**src/rtl/spm_pkg.sv**
```systemverilog
// Shared state encoding and default sizing for the
// serial-parallel multiplier arbiter.
package spm_pkg;

  typedef enum logic [1:0] {
    IDLE = 2'd0,
    RUN  = 2'd1,
    RESP = 2'd2
  } state_t;

  localparam int DEF_WIDTH = 8;
  localparam int DEF_NREQ  = 4;
  localparam int DEF_ID_W  = $clog2(DEF_NREQ);
  localparam int DEF_CNT_W = $clog2(2 * DEF_WIDTH) + 1;

endpackage

```
**src/rtl/spm_core.sv**
```systemverilog
// Serial-parallel signed multiplier: one y bit per cycle.
// Ports: clk, rst, start (loads x/y), x, y, prod.
module spm_core import spm_pkg::*; #(
  parameter int WIDTH = DEF_WIDTH
) (
  input  logic               clk,
  input  logic               rst,
  input  logic               start,
  input  logic [WIDTH-1:0]   x,
  input  logic [WIDTH-1:0]   y,
  output logic [2*WIDTH-1:0] prod
);

  localparam int SW = $clog2(WIDTH) + 1;
  localparam logic [SW-1:0] LAST = SW'(WIDTH - 1);

  logic [2*WIDTH-1:0] acc;
  logic [2*WIDTH-1:0] mcand;
  logic [WIDTH-1:0]   yreg;
  logic [SW-1:0]      step;
  logic               run;

  // The y MSB carries weight -2^(WIDTH-1), so its
  // partial product is subtracted instead of added.
  always_ff @(posedge clk or posedge rst) begin
    if (rst) begin
      acc   <= '0;
      mcand <= '0;
      yreg  <= '0;
      step  <= '0;
      run   <= 1'b0;
    end else if (start) begin
      acc   <= '0;
      mcand <= {{WIDTH{x[WIDTH-1]}}, x};
      yreg  <= y;
      step  <= '0;
      run   <= 1'b1;
    end else if (run) begin
      if (yreg[0]) begin
        if (step == LAST)
          acc <= acc - mcand;
        else
          acc <= acc + mcand;
      end
      mcand <= mcand << 1;
      yreg  <= yreg >> 1;
      step  <= step + 1'b1;
      if (step == LAST)
        run <= 1'b0;
    end
  end

  assign prod = acc;

endmodule

```
**src/rtl/spm_arbiter.sv**
```systemverilog
// Round-robin arbiter sharing one serial multiplier.
// Ports: req_* operand handshake in, resp_* product out, busy.
module spm_arbiter import spm_pkg::*; #(
  parameter int NREQ  = DEF_NREQ,
  parameter int WIDTH = DEF_WIDTH
) (
  input  logic                     clk,
  input  logic                     rst,
  input  logic [NREQ-1:0]          req_valid,
  output logic [NREQ-1:0]          req_ready,
  input  logic [NREQ*WIDTH-1:0]    req_x,
  input  logic [NREQ*WIDTH-1:0]    req_y,
  output logic                     resp_valid,
  input  logic                     resp_ready,
  output logic [2*WIDTH-1:0]       resp_prod,
  output logic [$clog2(NREQ)-1:0]  resp_id,
  output logic                     busy
);

  localparam int ID_W  = $clog2(NREQ);
  localparam int CNT_W = $clog2(2 * WIDTH) + 1;
  localparam logic [CNT_W-1:0] RUN_LAST =
    CNT_W'(2 * WIDTH - 1);

  state_t             state;
  logic [ID_W-1:0]    ptr;
  logic [CNT_W-1:0]   cnt;
  logic [WIDTH-1:0]   x_q;
  logic [WIDTH-1:0]   y_q;
  logic [ID_W-1:0]    id_q;
  logic               start;
  logic [2*WIDTH-1:0] core_prod;

  logic [NREQ-1:0]    gnt;
  logic [ID_W-1:0]    gnt_id;
  logic [ID_W-1:0]    idx;
  logic               gnt_any;

  // First valid requester at or after ptr, wrapping.
  always_comb begin
    gnt     = '0;
    gnt_id  = '0;
    gnt_any = 1'b0;
    idx     = '0;
    for (int i = 0; i < NREQ; i++) begin
      idx = ptr + ID_W'(i);
      if (!gnt_any && req_valid[idx]) begin
        gnt_any = 1'b1;
        gnt_id  = idx;
      end
    end
    if (gnt_any)
      gnt[gnt_id] = 1'b1;
  end

  assign req_ready =
    (state == IDLE && !rst) ? gnt : '0;
  assign busy    = (state != IDLE);
  assign resp_id = id_q;

  always_ff @(posedge clk or posedge rst) begin
    if (rst) begin
      state      <= IDLE;
      ptr        <= '0;
      cnt        <= '0;
      x_q        <= '0;
      y_q        <= '0;
      id_q       <= '0;
      start      <= 1'b0;
      resp_valid <= 1'b0;
      resp_prod  <= '0;
    end else begin
      start <= 1'b0;
      unique case (state)
        IDLE: begin
          if (gnt_any) begin
            x_q   <= req_x[gnt_id*WIDTH +: WIDTH];
            y_q   <= req_y[gnt_id*WIDTH +: WIDTH];
            id_q  <= gnt_id;
            cnt   <= '0;
            start <= 1'b1;
            state <= RUN;
          end
        end
        RUN: begin
          cnt <= cnt + 1'b1;
          if (cnt == RUN_LAST) begin
            state      <= RESP;
            resp_valid <= 1'b1;
            resp_prod  <= core_prod;
          end
        end
        RESP: begin
          if (resp_ready) begin
            state      <= IDLE;
            resp_valid <= 1'b0;
            ptr        <= id_q + 1'b1;
          end
        end
        default: state <= IDLE;
      endcase
    end
  end

  spm_core #(.WIDTH(WIDTH)) u_core (
    .clk   (clk),
    .rst   (rst),
    .start (start),
    .x     (x_q),
    .y     (y_q),
    .prod  (core_prod)
  );

endmodule

```
**config.mk**
```make
export PLATFORM = sky130hd
export DESIGN_NAME = spm_arbiter
export DESIGN_NICKNAME = d
export VERILOG_FILES = /design/src/rtl/spm_pkg.sv /design/src/rtl/spm_core.sv /design/src/rtl/spm_arbiter.sv
export SDC_FILE = /design/constraint.sdc
export NUM_CORES = 1
export LEC_CHECK = 0
export CAP_MARGIN = 25
export CELL_PAD_IN_SITES_DETAIL_PLACEMENT = 1
export CELL_PAD_IN_SITES_GLOBAL_PLACEMENT = 1
export CORE_MARGIN = 2
export CORE_UTILIZATION = 40
export DETAILED_ROUTE_END_ITERATION = 10
export PLACE_DENSITY_LB_ADDON = 0.1
export SKIP_LAST_GASP = 1
export SLEW_MARGIN = 20
export SYNTH_ARGS = -nofsm -noshare
export SYNTH_HDL_FRONTEND = slang
export SYNTH_SLANG_ARGS = --single-unit
export TNS_END_PERCENT = 20
```
**constraint.sdc**
```tcl
create_clock -name clk -period 3.8 [get_ports clk]
set_input_delay 0.38 -clock clk [delete_from_list [all_inputs] [get_ports clk]]
set_output_delay 0.38 -clock clk [all_outputs]
set_load 0.01 [all_outputs]
```
==> impl_metrics.ini, run 1 <==
[outcome]
outcome = finished, final reports clean

[yosys]
synth-main-ff-cell = dfrtp_1
syn_area_per_cell_sq_um = 9.45
yosysSeqAreaShare_pct = 43.1
synth_edf_count = 0
synth_seq_cells = 90
syn_nets = 644
syn_area_sq_mm = 0.00523
ys_async_sr_fraction_pct = 100
yosys_warnings = 0
synth_cells = 553
yosysUniqueCellTypes = 50

[timing]
tightest_slew_ns = 0.882
totalNegativeSetupSlack_ns = 0
max_slew_margin_pct = 41.1
hold_viol = 0
skew_ns = 0.00637
fmax_mhz = 289
min_period_ns = 3.47
rsz0062_at_grt = false
finalCritPeriodShare_pct = 91.2
layout_setup_ws_ns = 0.334
setup-violations-final = 0
finalMaxSlewViolations = 0

[cts]
cts-root-buf = clkbuf_16
cts.sinks = 90
clk_pin_slew_ns = 0.06
cts_tree = yes
cts_setup_buffers = 0
cts-resized-gates = 0
clk_latency_ns = 0.35
h-tree-depth = 3
clockBufferDepth = 2
cts-hold-fix-buffers = 0
numCtsBuffers = 9

[detailed_routing]
drc = 0
dr_total_vias = 4305
via_per_inst = 5.29
totalWireLength_microns = 13100
ant_nets = 0
firstDrtPassIters = 4
initialDrtViolationCount = 176
wl_per_cell_microns = 16.1

[job]
drv_cap = 0

[final_layout]
stdcell_area_sq_mm = 0.00663
drive_gt1_share_pct = 9.50
area_growth_pct = 26.8
antenna_cells = 0
fin_nets = 728

[grt]
grt_max_degree = 54
grt_overflow = 0
grt_pass1_wl_microns = 22400
grt.total_usage_pct = 19.7
antenna_found_initial = 0
grt_pass1_vias = 4731

[placement]
pre_cts_slack_ns = 0.327
portBuffers = 94
hpwl_microns = 9840
placed_cell_area_sq_mm = 0.00633
gp_congestion = 0.825

[floorplan]
dieArea_sq_mm = 0.0140
core_sq_mm = 0.0127
fp-row-count = 41
initial_core_util_pct = 41.2
die_y_microns = 118
io_pins = 95
die_w_microns = 118

[power_and_ir_drop]
p_per_area_mw_per_mm2 = 861
leakage_nw = 2.91
peakVddDrop_v = 0.000326

[setup_path]
endpoint_kind = flip-flop
worst-endpoint-required_ns = 4.03
path_max_fanout = 11
arrival_ns = 3.69
start_kind = flip-flop
path_class = flip-flop to flip-flop

[hold_path]
hp-class = flip-flop to flip-flop
registers in the layout, indices dropped and copies added, names as in the netlist:
| signal | count |
|---|---|
| u_core.run | 1 |
| state | 2 |
| resp_valid | 1 |
| x_q | 8 |
| start | 1 |
| u_core.step | 4 |
| u_core.mcand | 16 |
| resp_prod | 16 |
| u_core.prod | 16 |
| u_core.yreg | 8 |
| ptr | 2 |
| resp_id | 2 |
| y_q | 8 |
| cnt | 5 |
placed cells by master (no fill, tap or decap), types with 3 or more instances in the layout:
cell type         n
clkdlybuf4s50_1  94
dfrtp_1          90
nand2_1          75
o21ai_0          68
nor2_1           39
mux2i_1          32
mux2_2           31
a21oi_1          24
ha_1             19
nor2b_1          15
a211oi_1         15
xnor2_1          15
inv_1            12
nand2b_1         10
xor2_1           10
clkbuf_16         9
nand3_1           7
buf_4             7
nor3_1            6
a22o_1            6
o31ai_1           5
and3_1            4
or2_2             3
a21o_1            3
nand4_1           3
o21a_1            3
nand3b_1          3
a31oi_1           3
synth_stat cells (all sizes together), types with 3 or more instances:
master	count	share of area (%)
a211oi	16	2.3
a21o	3	0.43
a21oi	24	2.3
a22o	6	1.0
a31oi	3	0.36
and3	4	0.48
buf	9	0.96
clkbuf	19	1.4
dfrtp	90	43
ha	19	4.5
inv	13	0.93
mux2	32	6.9
mux2i	32	6.1
nand2	75	5.4
nand2b	10	1.2
nand3	8	0.86
nand3b	3	0.43
nand4	3	0.36
nor2	39	2.8
nor2b	15	1.8
nor3	6	0.57
o21a	3	0.43
o21ai	70	6.7
o31ai	5	0.72
or2	4	0.48
xnor2	15	2.5
xor2	10	1.7
report_power, final:
part           leakage (nW)  internal (W)  switching (W)
Clock                 0.143      0.000528       0.000379
Combinational          1.62       0.00143        0.00162
Sequential             1.14       0.00137       0.000384
stage by stage:
stage	hold slack (ns)	util (%)	std cells	power (W)
floorplan	0.450	-	553	0.00391
global placement	0.463	50.0	798	0.00462
detailed placement	0.472	50.0	798	0.00480
CTS	0.485	52.3	814	0.00576
global route	0.501	52.3	814	0.00620
finish	0.480	52.3	814	0.00571
path summary, 6_finish.rpt:
path / start / endpoint / slack (ns) / cells past startpoint
worst min-delay path: x_q[6] / x_q[6] / 0.48 / 2
worst max-delay path: u_core.step[0] / u_core.prod[15] / 0.33 / 13
worst max register to register: u_core.step[0] / u_core.prod[15] / 0.33 / 13
min in group asynchronous: rst / ptr[1] / 0.60 / 2
max in group asynchronous: rst / u_core.prod[14] / 2.38 / 3
worst min register to register: x_q[6] / x_q[6] / 0.48 / 2
logic make-up (layout without fill, tap and decap cells):
logic type,after synthesis,in the layout,share of synthesized area [%]
and+or+nand+nor,173,173,15.4
AOI/OAI and AO/OA,140,140,16.1
DFF,90,90,43.1
muxes,64,64,13.0
buffers and inverters,41,130,3.26
xor gates and xnor gates,25,25,4.19
adders and majority gates,20,20,4.93
worst max-delay path, cell delays in order (launching register included):
cell      delay [ns]
dfrtp_1         0.38
ha_1            0.18
nand2_1         0.07
or2_2           0.38
o21ai_0         0.35
inv_1           0.10
ha_1            0.28
nand2b_1        0.09
a21oi_1         0.12
o21ai_1         0.26
a21boi_1        0.18
a311oi_1        0.37
mux2i_1         0.25
mux2_1          0.34
layer usage:
layer,vias up,GRT usage (%),wire length [microns]
met5,-,0,0
met3,24,4.87,672
met4,0,8.28,317
met2,110,33.4,6540
met1,2063,23.7,5610
li1,2108,-,-
cell type report:
type                       count  area (sq um)
clock buffer                  12           246
clock inverter                 4          51.3
fill                        1462          6040
inverter                      13          50.0
multi-input combinational    422          2820
sequential                    90          2250
tap                          172           215
timing repair buffer         101           993
(Power assumes the default switching activity.)
==> inputs of run 2 (changes only) <==
--- a/config.mk
+++ b/config.mk
@@ -8,10 +8,12 @@
 export CAP_MARGIN = 25
 export CELL_PAD_IN_SITES_DETAIL_PLACEMENT = 1
 export CELL_PAD_IN_SITES_GLOBAL_PLACEMENT = 1
+export CORE_ASPECT_RATIO = 0.6
 export CORE_MARGIN = 2
 export CORE_UTILIZATION = 40
 export DETAILED_ROUTE_END_ITERATION = 10
 export PLACE_DENSITY_LB_ADDON = 0.1
+export SKIP_CTS_REPAIR_TIMING = 1
 export SKIP_LAST_GASP = 1
 export SLEW_MARGIN = 20
 export SYNTH_ARGS = -nofsm -noshare
==> run 2 against run 1 <==
Against the previous run:
- routed wire length grew 1.6%
- flip-flop and latch count did not move
- critical path depth is 1 lower
- first-iteration DRC count down 5.1%
- largest cell class unchanged
==> impl_metrics.ini, run 2 (same netlist as run 1, synthesis figures left out) <==
[setup_path]
path_max_fanout = 11
path_cells = ha_1 > nand2_1 > or2_2 > o31ai_1 > xor2_1 > ha_1 > a2111o_1 > o21ai_1 > a21boi_1 > a311oi_1 > mux2i_1 > mux2_1
endpoint_kind = flip-flop
path_class = flip-flop to flip-flop
worst-endpoint-required_ns = 4.02
cpPeakStageDelay_ns = 0.42
start_kind = flip-flop
crit_top_cell = ha_1
arrival_ns = 3.80
cp_slowest_cell = a2111o_1

[outcome]
outcome = finished, final reports clean

[cts]
clk_pin_slew_ns = 0.07
numCtsBuffers = 9
clockBufferDepth = 2
cts-root-buf = clkbuf_16
cts_tree = yes
h-tree-depth = 3
clk_latency_ns = 0.35
cts.sinks = 90

[detailed_routing]
via_per_inst = 5.29
dr_total_vias = 4297
firstDrtPassIters = 4
initialDrtViolationCount = 167
ant_nets = 0
wl_per_cell_microns = 16.4
drc = 0
totalWireLength_microns = 13300

[power_and_ir_drop]
p_per_area_mw_per_mm2 = 861
peakVddDrop_v = 0.000358
leakage_nw = 2.91

[floorplan]
die_y_microns = 92.5
dieArea_sq_mm = 0.0140
die_w_microns = 152
core_sq_mm = 0.0128
fp-row-count = 32
initial_core_util_pct = 40.8
io_pins = 95

[hold_path]
hp-class = flip-flop to flip-flop

[final_layout]
fin_nets = 729
seqCellArea_sq_mm = 0.00225
utilization_pct = 51.8
drive_gt1_share_pct = 10.1
antenna_cells = 0
num-fill-cells = 1463
layout_commonest_cell = clkdlybuf4s50_1
final_cell_mix = clkdlybuf4s50_1, dfrtp_1, nand2_1, o21ai_0, nor2_1
multiInputGateArea_sq_mm = 0.00282
area_growth_pct = 27.1

[grt]
grt_pass1_wl_microns = 22400
grt_overflow = 0
grt.total_usage_pct = 20.2
grt_max_degree = 47
grt_pass1_vias = 4468
antenna_found_initial = 0

[timing]
totalNegativeSetupSlack_ns = 0
skew_ns = 0.00854
fmax_mhz = 280
finalMaxSlewViolations = 0
tightest_slew_ns = 0.807
hold_viol = 0
min_period_ns = 3.58
setup-violations-final = 0
max_slew_margin_pct = 46.1
rsz0062_at_grt = false
finalCritPeriodShare_pct = 94.1

[job]
drv_cap = 0

[placement]
portBuffers = 94
gp_congestion = 0.792
hpwl_microns = 10100
[run 2: power by group]
group / total (W) / switching, W / internal, W
combinational: 0.00307 / 0.00164 / 0.00143
clock: 0.000911 / 0.000397 / 0.000514
sequential: 0.00173 / 0.000362 / 0.00137
total: 0.00572 / 0.00240 / 0.00331
[run 2: worst paths after layout]
| check | start | end | slack [ns] | cells past startpoint |
|---|---|---|---|---|
| setup / recovery | u_core.step[0] | u_core.prod[15] | 0.22 | 12 |
| hold / removal | y_q[7] | y_q[7] | 0.48 | 2 |
| setup reg to reg | u_core.step[0] | u_core.prod[15] | 0.22 | 12 |
| hold reg to reg | y_q[7] | y_q[7] | 0.48 | 2 |
| max in group asynchronous | rst | u_core.prod[15] | 2.40 | 3 |
| min in group asynchronous | rst | resp_id[0] | 0.58 | 2 |
[run 2: layout make-up]
cell class	instances	area share, %
Clock buffer	9	3.39
Clock inverter	7	1.15
Inverter	13	0.754
Multi-Input combinational cell	422	42.5
Sequential cell	90	33.9
Tap cell	170	3.20
Timing Repair Buffer	102	15.1
[run 2: routing by layer]
| layer | track usage (%) | share of wire [%] |
|---|---|---|
| met5 | 0 | 0 |
| met4 | 3.94 | 0.77 |
| met3 | 4.48 | 2.0 |
| met2 | 32.6 | 47 |
| met1 | 28.1 | 50 |
[run 2: worst max-delay path, delay by kind of cell, from the launching register on]
family | cells | cell delay, ns
mux | 2 | 0.58
flops | 1 | 0.39
compound gates | 5 | 1.41
fa+ha+maj | 2 | 0.45
simple gates | 2 | 0.49
xor+xnor | 1 | 0.13
[run 2: per-stage QoR]
step                total power, W  setup WS, ns  cells  hold WS (ns)  cell area, sq um
floorplan                  0.00391         0.602    553         0.450              5230
global placement           0.00462         0.354    797         0.466              6340
detailed placement         0.00482         0.171    797         0.470              6340
CTS                        0.00577         0.158    813         0.485              6640
global route               0.00624        0.0406    813         0.522              6640
finish                     0.00572         0.224    813         0.484              6640
